<file path="config.mk">
export PLATFORM = sky130hd
export DESIGN_NAME = hazard_sequencer_flat
export DESIGN_NICKNAME = d
export VERILOG_FILES = /design/src/rtl/hazard_sequencer_if.sv /design/src/rtl/hazard_sequencer.sv /design/src/flat_wrapper.sv
export SDC_FILE = /design/constraint.sdc
export NUM_CORES = 1
export LEC_CHECK = 0
export BUFFER_PORTS_ARGS = -buffer_cell sky130_fd_sc_hd__buf_2
export CAP_MARGIN = 25
export CORE_UTILIZATION = 45
export DETAILED_ROUTE_END_ITERATION = 8
export GPL_TIMING_DRIVEN = 0
export PLACE_DENSITY = 0.95
export SLEW_MARGIN = 40
export SYNTH_ARGS = -nofsm -noshare
export SYNTH_HDL_FRONTEND = slang
export SYNTH_SLANG_ARGS = --single-unit
</file>
<file path="constraint.sdc">
create_clock -name clk -period 3.98 [get_ports clk]
set_input_delay 0.199 -clock clk [delete_from_list [all_inputs] [get_ports clk]]
set_output_delay 0.199 -clock clk [all_outputs]
set_load 0.01 [all_outputs]
</file>
<file path="src/rtl/hazard_sequencer_if.sv">
// Decode-side bundle for hazard_sequencer: ID fields in, pipeline enables and scoreboard view out.
// The master modport belongs to the decode/pipeline side and the slave modport to the sequencer.
interface hazard_sequencer_if #(
  parameter int CNT_W = 16
);
  // Flow control: ID may present an instruction in any cycle (id_valid=1).
  // The instruction is consumed only in a cycle with ifid_write=1 and idex_bubble=0.
  // If ID sees ifid_write=0, it must hold the same instruction on the next cycle.
  logic             id_valid;
  logic [4:0]       id_rs;
  logic [4:0]       id_rt;
  logic [4:0]       id_rd;
  logic             id_reg_dest;
  logic             id_reg_write;
  logic             id_mem_read;
  logic             id_mem_write;
  logic             id_branch;
  logic             br_taken;
  logic             ext_stall;

  logic             pc_write;
  logic             ifid_write;
  logic             ifid_flush;
  logic             idex_bubble;
  logic             ex_valid;
  logic             ex_mem_read;
  logic             ex_reg_write;
  logic [4:0]       ex_dest;
  logic             mem_valid;
  logic             mem_reg_write;
  logic [4:0]       mem_dest;
  logic             state;
  logic [CNT_W-1:0] stall_cnt;
  logic [CNT_W-1:0] flush_cnt;

  modport master (
    output id_valid, id_rs, id_rt, id_rd, id_reg_dest, id_reg_write,
           id_mem_read, id_mem_write, id_branch, br_taken, ext_stall,
    input  pc_write, ifid_write, ifid_flush, idex_bubble,
           ex_valid, ex_mem_read, ex_reg_write, ex_dest,
           mem_valid, mem_reg_write, mem_dest, state, stall_cnt, flush_cnt
  );

  modport slave (
    input  id_valid, id_rs, id_rt, id_rd, id_reg_dest, id_reg_write,
           id_mem_read, id_mem_write, id_branch, br_taken, ext_stall,
    output pc_write, ifid_write, ifid_flush, idex_bubble,
           ex_valid, ex_mem_read, ex_reg_write, ex_dest,
           mem_valid, mem_reg_write, mem_dest, state, stall_cnt, flush_cnt
  );
endinterface

</file>
<file path="src/rtl/hazard_sequencer.sv">
// Load-use / branch-wait hazard controller with a two-slot (EX, MEM) destination scoreboard.
// Optional saturating stall/flush counters are enabled by defining HAZARD_PERF_CNT_EN.
module hazard_sequencer #(
  parameter int CNT_W = 16
) (
  input  logic           clk,
  input  logic           rst_n,
  hazard_sequencer_if.slave hz
);

  localparam logic [0:0] ST_RUN     = 1'b0;
  localparam logic [0:0] ST_BR_WAIT = 1'b1;

  logic [0:0] state_q;
  logic [0:0] state_d;

  logic       ex_valid_q;
  logic       ex_mem_read_q;
  logic       ex_reg_write_q;
  logic [4:0] ex_dest_q;
  logic       mem_valid_q;
  logic       mem_reg_write_q;
  logic [4:0] mem_dest_q;

  logic [4:0] id_dest;
  logic       uses_rt;
  logic       rs_hit;
  logic       rt_hit;
  logic       load_use;
  logic       issue;

  assign id_dest = hz.id_reg_dest ? hz.id_rd : hz.id_rt;
  assign uses_rt = hz.id_reg_dest | hz.id_mem_write | hz.id_branch;

  // Register 0 is hardwired, so a load targeting it can never create a dependency.
  assign rs_hit   = (ex_dest_q == hz.id_rs);
  assign rt_hit   = uses_rt & (ex_dest_q == hz.id_rt);
  assign load_use = (state_q == ST_RUN) & hz.id_valid & ex_valid_q & ex_mem_read_q &
                    (ex_dest_q != 5'd0) & (rs_hit | rt_hit);
  assign issue    = (state_q == ST_RUN) & hz.id_valid & ~load_use & ~hz.ext_stall;

  always_comb begin
    hz.pc_write    = 1'b0;
    hz.ifid_write  = 1'b0;
    hz.ifid_flush  = 1'b0;
    hz.idex_bubble = 1'b1;
    if (!rst_n) begin
      hz.pc_write    = 1'b0;
      hz.ifid_write  = 1'b0;
      hz.ifid_flush  = 1'b0;
      hz.idex_bubble = 1'b1;
    end else if (hz.ext_stall) begin
      hz.pc_write    = 1'b0;
      hz.ifid_write  = 1'b0;
      hz.ifid_flush  = 1'b0;
      hz.idex_bubble = 1'b0;
    end else if (state_q == ST_BR_WAIT) begin
      hz.pc_write    = hz.br_taken;
      hz.ifid_write  = 1'b0;
      hz.ifid_flush  = hz.br_taken;
      hz.idex_bubble = 1'b1;
    end else if (load_use) begin
      hz.pc_write    = 1'b0;
      hz.ifid_write  = 1'b0;
      hz.ifid_flush  = 1'b0;
      hz.idex_bubble = 1'b1;
    end else begin
      hz.pc_write    = 1'b1;
      hz.ifid_write  = 1'b1;
      hz.ifid_flush  = 1'b0;
      hz.idex_bubble = 1'b0;
    end
  end

  always_comb begin
    state_d = state_q;
    if (!hz.ext_stall) begin
      if (state_q == ST_BR_WAIT) begin
        state_d = ST_RUN;
      end else if (issue && hz.id_branch) begin
        state_d = ST_BR_WAIT;
      end
    end
  end

  always_ff @(posedge clk or negedge rst_n) begin
    if (!rst_n) begin
      state_q <= ST_RUN;
    end else begin
      state_q <= state_d;
    end
  end

  // The whole scoreboard freezes with the pipeline while memory is not ready.
  always_ff @(posedge clk or negedge rst_n) begin
    if (!rst_n) begin
      ex_valid_q      <= 1'b0;
      ex_mem_read_q   <= 1'b0;
      ex_reg_write_q  <= 1'b0;
      ex_dest_q       <= 5'd0;
      mem_valid_q     <= 1'b0;
      mem_reg_write_q <= 1'b0;
      mem_dest_q      <= 5'd0;
    end else if (!hz.ext_stall) begin
      mem_valid_q     <= ex_valid_q;
      mem_reg_write_q <= ex_reg_write_q;
      mem_dest_q      <= ex_dest_q;
      if (issue) begin
        ex_valid_q     <= 1'b1;
        ex_mem_read_q  <= hz.id_mem_read;
        ex_reg_write_q <= hz.id_reg_write;
        ex_dest_q      <= id_dest;
      end else begin
        ex_valid_q     <= 1'b0;
        ex_mem_read_q  <= 1'b0;
        ex_reg_write_q <= 1'b0;
        ex_dest_q      <= 5'd0;
      end
    end
  end

  assign hz.ex_valid      = ex_valid_q;
  assign hz.ex_mem_read   = ex_mem_read_q;
  assign hz.ex_reg_write  = ex_reg_write_q;
  assign hz.ex_dest       = ex_dest_q;
  assign hz.mem_valid     = mem_valid_q;
  assign hz.mem_reg_write = mem_reg_write_q;
  assign hz.mem_dest      = mem_dest_q;
  assign hz.state         = state_q;

`ifdef HAZARD_PERF_CNT_EN
  logic [CNT_W-1:0] stall_cnt_q;
  logic [CNT_W-1:0] flush_cnt_q;

  // Both counters stick at all-ones rather than wrapping.
  always_ff @(posedge clk or negedge rst_n) begin
    if (!rst_n) begin
      stall_cnt_q <= '0;
      flush_cnt_q <= '0;
    end else begin
      if (load_use && !hz.ext_stall && (stall_cnt_q != {CNT_W{1'b1}})) begin
        stall_cnt_q <= stall_cnt_q + CNT_W'(1);
      end
      if ((state_q == ST_BR_WAIT) && hz.br_taken && !hz.ext_stall &&
          (flush_cnt_q != {CNT_W{1'b1}})) begin
        flush_cnt_q <= flush_cnt_q + CNT_W'(1);
      end
    end
  end

  assign hz.stall_cnt = stall_cnt_q;
  assign hz.flush_cnt = flush_cnt_q;
`else
  assign hz.stall_cnt = '0;
  assign hz.flush_cnt = '0;
`endif

endmodule

</file>
<file path="src/flat_wrapper.sv">
// flat-port wrapper written by rule: the top's interface ports become plain ports
module hazard_sequencer_flat 
#(
  parameter int CNT_W = 16
)
  (clk, rst_n, hz_id_valid, hz_id_rs, hz_id_rt, hz_id_rd, hz_id_reg_dest, hz_id_reg_write, hz_id_mem_read, hz_id_mem_write, hz_id_branch, hz_br_taken, hz_ext_stall, hz_pc_write, hz_ifid_write, hz_ifid_flush, hz_idex_bubble, hz_ex_valid, hz_ex_mem_read, hz_ex_reg_write, hz_ex_dest, hz_mem_valid, hz_mem_reg_write, hz_mem_dest, hz_state, hz_stall_cnt, hz_flush_cnt);
  hazard_sequencer_if #(.CNT_W(CNT_W)) hz_i ();
  input  logic clk;
  input  logic rst_n;
  input wire logic [$bits(hz_i.id_valid)-1:0] hz_id_valid;
  input wire logic [$bits(hz_i.id_rs)-1:0] hz_id_rs;
  input wire logic [$bits(hz_i.id_rt)-1:0] hz_id_rt;
  input wire logic [$bits(hz_i.id_rd)-1:0] hz_id_rd;
  input wire logic [$bits(hz_i.id_reg_dest)-1:0] hz_id_reg_dest;
  input wire logic [$bits(hz_i.id_reg_write)-1:0] hz_id_reg_write;
  input wire logic [$bits(hz_i.id_mem_read)-1:0] hz_id_mem_read;
  input wire logic [$bits(hz_i.id_mem_write)-1:0] hz_id_mem_write;
  input wire logic [$bits(hz_i.id_branch)-1:0] hz_id_branch;
  input wire logic [$bits(hz_i.br_taken)-1:0] hz_br_taken;
  input wire logic [$bits(hz_i.ext_stall)-1:0] hz_ext_stall;
  output wire logic [$bits(hz_i.pc_write)-1:0] hz_pc_write;
  output wire logic [$bits(hz_i.ifid_write)-1:0] hz_ifid_write;
  output wire logic [$bits(hz_i.ifid_flush)-1:0] hz_ifid_flush;
  output wire logic [$bits(hz_i.idex_bubble)-1:0] hz_idex_bubble;
  output wire logic [$bits(hz_i.ex_valid)-1:0] hz_ex_valid;
  output wire logic [$bits(hz_i.ex_mem_read)-1:0] hz_ex_mem_read;
  output wire logic [$bits(hz_i.ex_reg_write)-1:0] hz_ex_reg_write;
  output wire logic [$bits(hz_i.ex_dest)-1:0] hz_ex_dest;
  output wire logic [$bits(hz_i.mem_valid)-1:0] hz_mem_valid;
  output wire logic [$bits(hz_i.mem_reg_write)-1:0] hz_mem_reg_write;
  output wire logic [$bits(hz_i.mem_dest)-1:0] hz_mem_dest;
  output wire logic [$bits(hz_i.state)-1:0] hz_state;
  output wire logic [$bits(hz_i.stall_cnt)-1:0] hz_stall_cnt;
  output wire logic [$bits(hz_i.flush_cnt)-1:0] hz_flush_cnt;
  assign hz_i.id_valid = hz_id_valid;
  assign hz_i.id_rs = hz_id_rs;
  assign hz_i.id_rt = hz_id_rt;
  assign hz_i.id_rd = hz_id_rd;
  assign hz_i.id_reg_dest = hz_id_reg_dest;
  assign hz_i.id_reg_write = hz_id_reg_write;
  assign hz_i.id_mem_read = hz_id_mem_read;
  assign hz_i.id_mem_write = hz_id_mem_write;
  assign hz_i.id_branch = hz_id_branch;
  assign hz_i.br_taken = hz_br_taken;
  assign hz_i.ext_stall = hz_ext_stall;
  assign hz_pc_write = hz_i.pc_write;
  assign hz_ifid_write = hz_i.ifid_write;
  assign hz_ifid_flush = hz_i.ifid_flush;
  assign hz_idex_bubble = hz_i.idex_bubble;
  assign hz_ex_valid = hz_i.ex_valid;
  assign hz_ex_mem_read = hz_i.ex_mem_read;
  assign hz_ex_reg_write = hz_i.ex_reg_write;
  assign hz_ex_dest = hz_i.ex_dest;
  assign hz_mem_valid = hz_i.mem_valid;
  assign hz_mem_reg_write = hz_i.mem_reg_write;
  assign hz_mem_dest = hz_i.mem_dest;
  assign hz_state = hz_i.state;
  assign hz_stall_cnt = hz_i.stall_cnt;
  assign hz_flush_cnt = hz_i.flush_cnt;
  hazard_sequencer #(.CNT_W(CNT_W)) u_core (.clk(clk), .rst_n(rst_n), .hz(hz_i));
endmodule
</file>
Yosys cells after proc, flatten, opt, wreduce, memory -nomap -nowiden --
Cells that the tools add are included.
Storage, ports and cells: output and inout port bits 52, input port bits 25, flip-flop bits (word level) 16, logic and storage cells 47
Operators by class: eq/ne operators 2, bitwise operators 14, muxes and demuxes 21, reductions and logical operators 2
Operator list (number):
- 1-bit two-way mux | 19
- 5-bit equality test | 2
- 5-bit two-way mux | 2
- 1-bit bitwise AND | 8
- 5-bit nonzero test | 1
- 1-bit NOT | 3
- 1-bit bitwise OR | 3
- 1-bit logical AND | 1

Logic depth before layout (Yosys ltp) --
word-level depth 12, gate-level depth with buffers 6, mapped depth without buffers 4

Least setup slack after synthesis --
OpenSTA, ideal clock, no wires.
path kind register to output, start register u_core.ex_dest_q[1], in the netlist u_core.hz.ex_dest[1], end output port hz_ifid_write, setup slack 2072 ps, data arrival time 1709 ps, cell stages (with the launch flop) 5, required time 3781 ps, cell sequence dfrtp_1 > or4_1 > o2111ai_2 > inv_2 > a2111oi_2
Between the ends: word-level cells in the longest chain between the ends 8, elaborated cells on any way between the ends 11
RTL lines:
- start: declaration | line hazard_sequencer.sv:20 | logic [4:0] ex_dest_q;
- start signal: assignment | line hazard_sequencer.sv:112 | ex_dest_q <= id_dest;
- 5-bit equality test | line hazard_sequencer.sv:37 | assign rt_hit = uses_rt & (ex_dest_q == hz.id_rt);
- 1-bit bitwise AND | line hazard_sequencer.sv:37
- 1-bit bitwise OR | line hazard_sequencer.sv:39 | (ex_dest_q != 5'd0) & (rs_hit | rt_hit);
- 1-bit bitwise AND * | line hazard_sequencer.sv:39
- 1-bit two-way mux * | line hazard_sequencer.sv:62 | end else if (load_use) begin
- 1-bit two-way mux * | line hazard_sequencer.sv:57 | end else if (state_q == ST_BR_WAIT) begin
- 1-bit two-way mux * | line hazard_sequencer.sv:52 | end else if (hz.ext_stall) begin
- 1-bit two-way mux * | line hazard_sequencer.sv:47 | if (!rst_n) begin
- end: declaration | line flat_wrapper.sv:22 | output wire logic [$bits(hz_i.ifid_write)-1:0] hz_ifid_write;
Every way passes the cells marked *; elsewhere a longest branch is shown, timed or not.

Worst setup path in the final report --
Ends and elaborated chain as after synthesis.

==> results.toml <==
[outcome]
status = "finished, final reports clean"

[timing]
rsz0062_at_grt = "no"
max_slew_margin = 0.615
setup_tns_ps = 0
tightest_slew_ps = 577
finalWorstSetupSlack_ps = 1650
final-setup-viol-count = 0
slew_violations = 0
clock_skew_ps = 1.58
fin_crit_sh = 0.586
fmax_mhz = 429
timing.final.hold_violations = 0
fin_crit_ps = 2330

[detailed_routing]
drt-total-wl_um = 2520
drt-vias-per-instance = 4.53
wl_per_cell_um = 10.7
vias = 1065
drc_errors = 0
firstDrtPassIters = 6
drt_iter0_drc = 13
postRouteAntennaNets = 0

[power]
ir_drop_mv = 0.251
power.density_nw_per_um2 = 351
switching_share = 0.356
p_total_mw = 0.564
p_switching_mw = 0.200
p_comb_frac = 0.387
seq_power_share = 0.417
p_int_mw = 0.363
p_clk_frac = 0.196
leakage_nw = 0.861

[floorplanning]
die_h_um = 53.5
start_util = 0.476
die_x_um = 53.5
coreArea_um2 = 2500
top_level_ports = 77
dieArea_um2 = 2860
rows = 18

[setup_path]
rrSetupSlack_ps = 2190
cp_data_required_time_ps = 3780
arrival_ps = 2130
r2r-start = "u_core.hz.ex_dest[3]"
critPathMaxFanout = 6
worstRegToRegCells = 5
rr_endpoint = "u_core.hz.ex_mem_read"
end_kind = "output pin"
critical_path_class = "reg2out"
critical_path.startpoint_type = "flop"

[cells_and_area]
fill_cells = 223
final_common_cell = "buf_2"
area_growth_pct = 34.9
stdcell_count = 235
nets = 231
layout-drive-gt1-share = 0.468
antenna_cells = 0
layout_common_cells = "44 x buf_2, 33 x buf_4, 32 x conb_1"
fin_area_um2 = 1610

[yosys]
netlist_area_um2 = 1190
synth_largest_area_cell = "dfrtp_1"
post_synth_and_or_nand_nor_area_fraction = 0.0777
synth-compound-area-share = 0.159
synth_top_family_by_area = "buffers and inverters"
synth.area.top_cells = "dfrtp_1 34%, buf_4 21%, mux2_2 11%"
synth_top_area_frac = 0.336
synthDistinctLibCells = 29
muxShareOfSynthArea = 0.113
synth_adder_area_share = 0
synth-xor-area-share = 0.0735
synth-seq-area-share = 0.336
ys_warn_count = 0
syn_area_per_cell_um2 = 9.45
yosys_register_bits = 16
synthCells = 126

[grt]
overflow = 0
grt_max_degree = 19
grt_pass1_wl_um = 3720
grt_util_all_layers = 0.187
grt_pass1_vias = 897
antenna_found_initial = 0

[clocking]
cts_buffers = 3
post_cts.repair.setup_buffers = 0
cts_tree = "built"
ctsHoldBuffers = 1
htree_levels = 1
cts_resized = 0
cts_root_buf = "clkbuf_4"
clk_latency_ps = 290
clkSinkCount = 16
clk_pin_slew_worst_paths_ps = 100
clockBufferDepth = 2

[placement]
port_buffers = 43
dp_cells = 230
place_area_um2 = 1560
dp_slack_ps = 1950
routabilityCongestion = 0.788
dpl.hpwl_um = 1960

[hold_path]
holdPathEnd = "u_core.hz.ex_reg_write"
hp-class = "in2reg"
whs_path_depth = 3
min-delay-start = "hz_id_reg_write"

[job]
drv_cap = 0
-- power by group through the flow --
stage	logic, mW	registers [mW]	clock network [mW]
floorplan	0.128	0.249	0
global placement	0.213	0.236	0
detailed placement	0.217	0.238	0
CTS	0.219	0.235	0.110
global route	0.243	0.240	0.116
finish	0.218	0.235	0.110
-- stage by stage --
| step | hold slack [ps] | utilization |
|---|---|---|
| floorplan | -96.6 | - |
| global placement | 136 | 0.624 |
| detailed placement | 134 | 0.624 |
| CTS | 150 | 0.643 |
| global route | 171 | 0.643 |
| finish | 152 | 0.643 |
-- synth_stat cells, drive strengths merged --
| cell | instances |
|---|---|
| nand3 | 2 |
| nor2 | 2 |
| dfrtp | 16 |
| mux2 | 12 |
| o31ai | 1 |
| a41oi | 1 |
| o21ai | 11 |
| a21oi | 1 |
| a32oi | 7 |
| or4 | 1 |
| a22oi | 1 |
| nor2b | 2 |
| nand2 | 8 |
| a21o | 1 |
| inv | 3 |
| o2111ai | 1 |
| and3 | 1 |
| clkbuf | 4 |
| a2111oi | 1 |
| conb | 1 |
| nand2b | 1 |
| xnor2 | 10 |
| buf | 35 |
| nand4 | 1 |
| o22ai | 1 |
| and2 | 1 |
-- worst max-delay path, stage by stage (launching register included) --
cell and delay [ps]:
dfrtp_1 470, or4_1 570, o2111ai_2 220, inv_2 60, a2111oi_2 340, buf_2 190
-- routing by layer --
layer / global-route usage / wire [um]
met1: 0.202 / 1020
met2: 0.325 / 1190
met3: 0.0489 / 281
met4: 0.105 / 30
met5: 0 / 0
-- cell type report --
class	count	area, um2	share of cell area
Multi-Input combinational cell	99	624	0.389
Sequential cell	16	400	0.249
Buffer	39	272	0.169
Timing Repair Buffer	44	225	0.140
Tap cell	30	37.5	0.0234
Clock buffer	4	36.3	0.0226
Inverter	3	11.3	0.00701
-- state kept, by name (all words and copies together), names as in the netlist --
name                     flops
u_core.hz.ex_dest            5
u_core.hz.mem_dest           5
u_core.hz.state              1
u_core.hz.mem_reg_write      1
u_core.hz.mem_valid          1
u_core.hz.ex_mem_read        1
u_core.hz.ex_reg_write       1
u_core.hz.ex_valid           1
-- how the worst max path moves through the flow --
stage / endpoint / start / depth (start not counted)
after global placement: hz_ifid_write / u_core.hz.ex_dest[1] / 5
after floorplan: hz_ifid_write / u_core.hz.ex_dest[1] / 4
final: hz_ifid_write / u_core.hz.ex_dest[1] / 5
after global routing: hz_ifid_write / u_core.hz.ex_dest[1] / 5
after detailed placement: hz_ifid_write / u_core.hz.ex_dest[1] / 5
after CTS: hz_ifid_write / u_core.hz.ex_dest[1] / 5
-- cell families (layout without fill, tap and decap cells) --
logic type,count (synthesis),in the layout
multiplexers,12,12
flip-flops,16,16
AO/OA/AOI/OAI,26,26
XOR/XNOR,10,10
other,1,32
buffers and inverters,42,90
AND/OR/NAND/NOR,19,19
(Power assumes the default switching activity.)
